File: config.mk
export PLATFORM = sky130hd
export DESIGN_NAME = entity_slot_scheduler
export DESIGN_NICKNAME = d
export VERILOG_FILES = /design/src/rtl/entity_pkg.sv /design/src/rtl/rr_arbiter.sv /design/src/rtl/entity_slot_scheduler.sv
export SDC_FILE = /design/constraint.sdc
export NUM_CORES = 1
export LEC_CHECK = 0
export ABC_AREA = 0
export CAP_MARGIN = 30
export CORE_MARGIN = 3
export CORE_UTILIZATION = 46
export DETAILED_ROUTE_END_ITERATION = 10
export PLACE_DENSITY = 0.74
export SETUP_SLACK_MARGIN = 0.4
export SLEW_MARGIN = 10
export SYNTH_ARGS = -nofsm -noshare
export SYNTH_HDL_FRONTEND = slang
export SYNTH_SLANG_ARGS = --single-unit
File: constraint.sdc
create_clock -name clk -period 5 [get_ports clk]
set_input_delay 1.5 -clock clk [delete_from_list [all_inputs] [get_ports clk]]
set_output_delay 1.5 -clock clk [all_outputs]
set_load 0.01 [all_outputs]
File: src/rtl/entity_pkg.sv
// entity_pkg: shared entity-word layout, table geometry, commit line and scheduler state encoding
package entity_pkg;
  localparam int ENTITY_W = 14;
  localparam int NUM_SLOTS = 9;
  localparam logic [9:0] COMMIT_LINE = 10'd480;
  localparam logic [ENTITY_W-1:0] EMPTY_ENTITY = 14'h3C00;
  localparam int ID_LSB = 10;
  localparam int ID_W = 4;
  localparam int ORIENT_LSB = 8;
  localparam int ORIENT_W = 2;
  localparam int LOC_LSB = 0;
  localparam int LOC_W = 8;
  typedef enum logic {ACCEPT = 1'b0, COMMIT = 1'b1} state_t;
  function automatic logic slot_valid(input logic [3:0] s);
    return int'(s) < NUM_SLOTS;
  endfunction
endpackage

File: src/rtl/rr_arbiter.sv
// rr_arbiter: combinational round-robin pick of the first unmasked request at or after the pointer
module rr_arbiter #(
  parameter int NUM_REQ = 3,
  localparam int PW = NUM_REQ > 1 ? $clog2(NUM_REQ) : 1
) (
  input  logic [NUM_REQ-1:0] req,
  input  logic [NUM_REQ-1:0] mask,
  input  logic [PW-1:0]      pointer,
  output logic [NUM_REQ-1:0] grant,
  output logic               valid
);
  logic [NUM_REQ-1:0] elig;
  assign elig = req & ~mask;
  assign valid = |elig;
  // walk from farthest to nearest so the requester closest to the pointer wins
  always_comb begin
    grant = '0;
    for (int k = NUM_REQ - 1; k >= 0; k--)
      if (elig[(int'(pointer) + k) % NUM_REQ]) grant = NUM_REQ'(1) << ((int'(pointer) + k) % NUM_REQ);
  end
endmodule

File: src/rtl/entity_slot_scheduler.sv
// entity_slot_scheduler: arbitrated shadow entity table copied to the DCU-facing active table once per frame; SLOT_READBACK_EN adds a shadow read port
module entity_slot_scheduler
  import entity_pkg::*;
#(
  parameter int NUM_REQ = 3
) (
  input  logic                          clk,
  input  logic                          reset,
  input  logic [9:0]                    counter_V,
  input  logic [9:0]                    counter_H,
  input  logic [NUM_REQ-1:0]            req,
  input  logic [4*NUM_REQ-1:0]          req_slot,
  input  logic [ENTITY_W*NUM_REQ-1:0]   req_data,
  input  logic                          clear_all,
  output logic [NUM_REQ-1:0]            gnt,
  output logic                          wr_err,
  output logic                          frame_commit,
  output logic [ENTITY_W*NUM_SLOTS-1:0] slots_out
`ifdef SLOT_READBACK_EN
  ,
  input  logic [3:0]                    rd_slot,
  output logic [ENTITY_W-1:0]           rd_data
`endif
);
  localparam int PW = NUM_REQ > 1 ? $clog2(NUM_REQ) : 1;
  state_t state;
  logic [PW-1:0] ptr, ptr_next;
  logic prev_hit, clr_pend, hit, trig, valid;
  logic [NUM_REQ-1:0] grant;
  logic [3:0] sel_slot;
  logic [ENTITY_W-1:0] sel_data;
  logic [ENTITY_W-1:0] shadow [NUM_SLOTS];
  logic [ENTITY_W-1:0] active [NUM_SLOTS];
  assign hit = counter_V == COMMIT_LINE && counter_H == '0;
  assign trig = hit && !prev_hit;
  rr_arbiter #(.NUM_REQ(NUM_REQ)) u_arb (
    .req(req),
    .mask(gnt),
    .pointer(ptr),
    .grant(grant),
    .valid(valid)
  );
  // route the winning requester's slot/data and the pointer that follows it
  always_comb begin
    sel_slot = '0;
    sel_data = '0;
    ptr_next = ptr;
    for (int i = 0; i < NUM_REQ; i++)
      if (grant[i]) begin
        sel_slot = req_slot[4*i +: 4];
        sel_data = req_data[ENTITY_W*i +: ENTITY_W];
        ptr_next = PW'((i + 1) % NUM_REQ);
      end
  end
  // ACCEPT: trigger beats clear beats writes; COMMIT: one-cycle parallel copy, clears deferred to ACCEPT
  always_ff @(posedge clk) begin
    if (reset) begin
      state <= ACCEPT;
      ptr <= '0;
      prev_hit <= 1'b0;
      clr_pend <= 1'b0;
      gnt <= '0;
      wr_err <= 1'b0;
      frame_commit <= 1'b0;
      for (int k = 0; k < NUM_SLOTS; k++) begin
        shadow[k] <= EMPTY_ENTITY;
        active[k] <= EMPTY_ENTITY;
      end
    end else begin
      prev_hit <= hit;
      gnt <= '0;
      wr_err <= 1'b0;
      frame_commit <= 1'b0;
      if (state == COMMIT) begin
        for (int k = 0; k < NUM_SLOTS; k++) active[k] <= shadow[k];
        frame_commit <= 1'b1;
        clr_pend <= clr_pend | clear_all;
        state <= ACCEPT;
      end else if (trig) begin
        state <= COMMIT;
      end else if (clear_all || clr_pend) begin
        for (int k = 0; k < NUM_SLOTS; k++) shadow[k] <= EMPTY_ENTITY;
        clr_pend <= 1'b0;
      end else if (valid) begin
        gnt <= grant;
        wr_err <= !slot_valid(sel_slot);
        ptr <= ptr_next;
        for (int k = 0; k < NUM_SLOTS; k++)
          if (sel_slot == 4'(k)) shadow[k] <= sel_data;
      end
    end
  end
  for (genvar k = 0; k < NUM_SLOTS; k++) begin : g_out
    assign slots_out[ENTITY_W*k +: ENTITY_W] = active[k];
  end
`ifdef SLOT_READBACK_EN
  // registered shadow readback; out-of-range indices read as an empty entity
  always_ff @(posedge clk) begin
    if (reset) begin
      rd_data <= '0;
    end else begin
      rd_data <= EMPTY_ENTITY;
      for (int k = 0; k < NUM_SLOTS; k++)
        if (rd_slot == 4'(k)) rd_data <= shadow[k];
    end
  end
`endif
endmodule

==> results_dict.tcl <==
set metrics [dict create \
    hp-class "reg2reg" \
    netlist_instances 574 \
    antennaDiodeCount 0 \
    die_w_um 153 \
    period_needed_ns 4.47 \
    antenna_found_initial 0 \
    hold_viol 0 \
    power.leakage_nw 4.55 \
    ctsHtreeMaxLevel 1 \
    postSynthNetCount 658 \
    tightest_slew_ns 0.910 \
    yosysWarningCount 0 \
    syn_to_final_growth_pct 34.6 \
    cts-root-buf "clkbuf_16" \
    holdWs_ns 0.444 \
    drt_first_pass_iters 5 \
    nets 897 \
    worst_ir_drop_vdd_mv 0.248 \
    cts_buffers 23 \
    maxSlewHeadroom_pct 38.7 \
    setup_viol 0 \
    crit_arrival_ns 4.66 \
    syn_area_mm2 0.00992 \
    grt_pass1_vias 5809 \
    skew_ns 0.0197 \
    routedWlPerCell_um 19.5 \
    io_pins 211 \
    drtAntennaViolNets 0 \
    core_mm2 0.0211 \
    yosys.cell_types.count 63 \
    maxSlewViolCount 0 \
    critPathLaunchType "primary input" \
    post_route_cells_drive_above_1_share_pct 11.7 \
    viasPerCell 5.20 \
    track_usage_pct 17.8 \
    globalplace.congestion 0.896 \
    finalCoreUtilization_pct 63.3 \
    portBuffers 210 \
    worst_skew_pair.late_latency_ns 0.51 \
    period_share_pct 89.4 \
    clock.fmax_mhz 224 \
    dp_hpwl_mm 15.6 \
    grt_pass1_wl_mm 32.7 \
    p_per_area_mw_per_mm2 423 \
    max_cap_violations 0 \
    worstPathRequired_ns 5.19 \
    status "completed" \
    synth.avg_cell_area_um2 17.3 \
    async_flop_share_pct 0 \
    ys_seq_elements 262 \
    postCtsSetupRepairBufs 0 \
    rsz0062_at_grt "no" \
    yosysSeqAreaShare_pct 78.3 \
    drtIter0Drc 435 \
    grt_max_degree 81 \
    synth_top_flop_cell "edfxtp_1" \
    drt_wl_total_mm 21.5 \
    initial_core_util_pct 47.0 \
    die_area_mm2 0.0234 \
    synth_edf_count 252 \
    rows 53 \
    path_clk_slew_ns 0.06 \
    vias 5741 \
    cts_sinks 262 \
    cts_tree "yes" \
    crit_type "in2reg" \
    die_h_um 153 \
    drc_errors 0 \
    clockBufferDepth 3 \
    grt-ovfl-total 0 \
    crit_path_max_fanout 14 \
    endpoint_kind "flip-flop" \
]
## final timing paths
kind,startpoint,depth (start not counted),end,slack [ns]
worst min-delay path,prev_hit,1,state,0.44
worst max-delay path,req[2],9,shadow[0][123],0.53
worst max register to register,ptr[0],10,shadow[0][123],1.12
worst min register to register,prev_hit,1,state,0.44
## state kept, by name, summed over array words and instances (netlist names)
register,flops
clr_pend,1
prev_hit,1
ptr,2
state,1
active,126
frame_commit,1
gnt,3
shadow,126
wr_err,1
## report_power, final
group | total, mW | switching, mW | internal (mW)
Clock | 1.69 | 0.735 | 0.958
Combinational | 1.07 | 0.649 | 0.422
Sequential | 2.88 | 0.105 | 2.77
## cells in the mapped netlist, drive strengths merged, types with 2 or more instances
cell    instances  area share (%)
clkbuf         18            0.68
nor2            8            0.30
nand3b          2            0.15
and3            2            0.13
a311o           2            0.20
a21o            2            0.15
o41ai           4            0.35
nor4b           4            0.48
o21a            2            0.23
nand2b         41             2.6
or2             2            0.13
a41o            2            0.20
o21ai          25             1.3
nand3           2            0.10
nand2           8            0.35
a221o          15             1.5
nor4            3            0.19
ha              4            0.50
and4bb          3            0.38
edfxtp        252              76
o31ai           2            0.15
a31o            2            0.18
or3b            3            0.26
nor4bb          2            0.20
buf             5            0.47
and2           92             5.8
o211a           2            0.20
nor3            7            0.47
inv             9            0.34
a21oi          17             1.2
dfxtp          10             2.0
or3             2            0.18
or4             3            0.23
## worst max-delay path, stage by stage
cell             delay, ns
clkdlybuf4s50_1       0.57
or4bb_1               0.54
a31o_1                0.28
a31oi_4               0.34
nand2b_1              0.15
o21a_4                0.19
a2111o_2              0.62
o21ai_1               0.19
buf_4                 0.25
## area by class of cell
cell class	count	area (µm²)
inverter	9	33.8
clock buffer	27	591
sequential	262	7770
fill	1455	7740
clock inverter	14	139
multi-input combinational	280	2130
timing repair buffer	237	2340
tap	275	344
## per-layer routing
metal | vias to the layer above | routed length [µm] | global-route usage [%]
li1 | 2666 | - | -
met1 | 2773 | 8880 | 24.4
met2 | 267 | 10500 | 29.5
met3 | 35 | 1560 | 2.89
met4 | 0 | 537 | 5.69
met5 | - | 0 | 0
## logic make-up (layout without fill, tap and decap cells)
group                    after synthesis  in the layout  synth area share, %
AO/OA/AOI/OAI                         87             87                 7.30
buffers and inverters                 32            287                 1.49
adder cells (fa/ha/maj)                4              4                0.505
AND/OR/NAND/NOR                      189            189                 12.4
flip-flops                           262            262                 78.3
## what timing repair did
item                       in CTS  in global routing
hold buffers                    0                  0
setup endpoints to repair       0                 38
gates resized for setup         0                  3
## cell usage in the layout, fill, tap and decap left out, types with 6 or more instances in the layout
| cell type | count |
|---|---|
| clkdlybuf4s50_1 | 210 |
| a221o_1 | 14 |
| edfxtp_1 | 252 |
| nor3_1 | 6 |
| buf_4 | 20 |
| nor2_1 | 8 |
| and2_1 | 92 |
| o21ai_0 | 24 |
| nand2b_1 | 41 |
| inv_1 | 9 |
| dfxtp_1 | 10 |
| a21oi_2 | 8 |
| a21oi_1 | 7 |
| clkbuf_16 | 23 |
| nand2_1 | 6 |
## stage by stage
step / instance area (µm²) / power (mW) / setup TNS, ns / std cells / worst slack, ns
after floorplan: 9950 / 3.49 / 0 / 574 / 0.271
after global placement: 12600 / 3.93 / -0.0651 / 1058 / -0.00751
after detailed placement: 12600 / 3.97 / -0.198 / 1061 / -0.0225
after CTS: 13300 / 5.65 / 0 / 1102 / 0.503
after global routing: 13300 / 5.85 / 0 / 1104 / 0.403
final: 13300 / 5.64 / 0 / 1104 / 0.531
(Power assumes the default switching activity.)
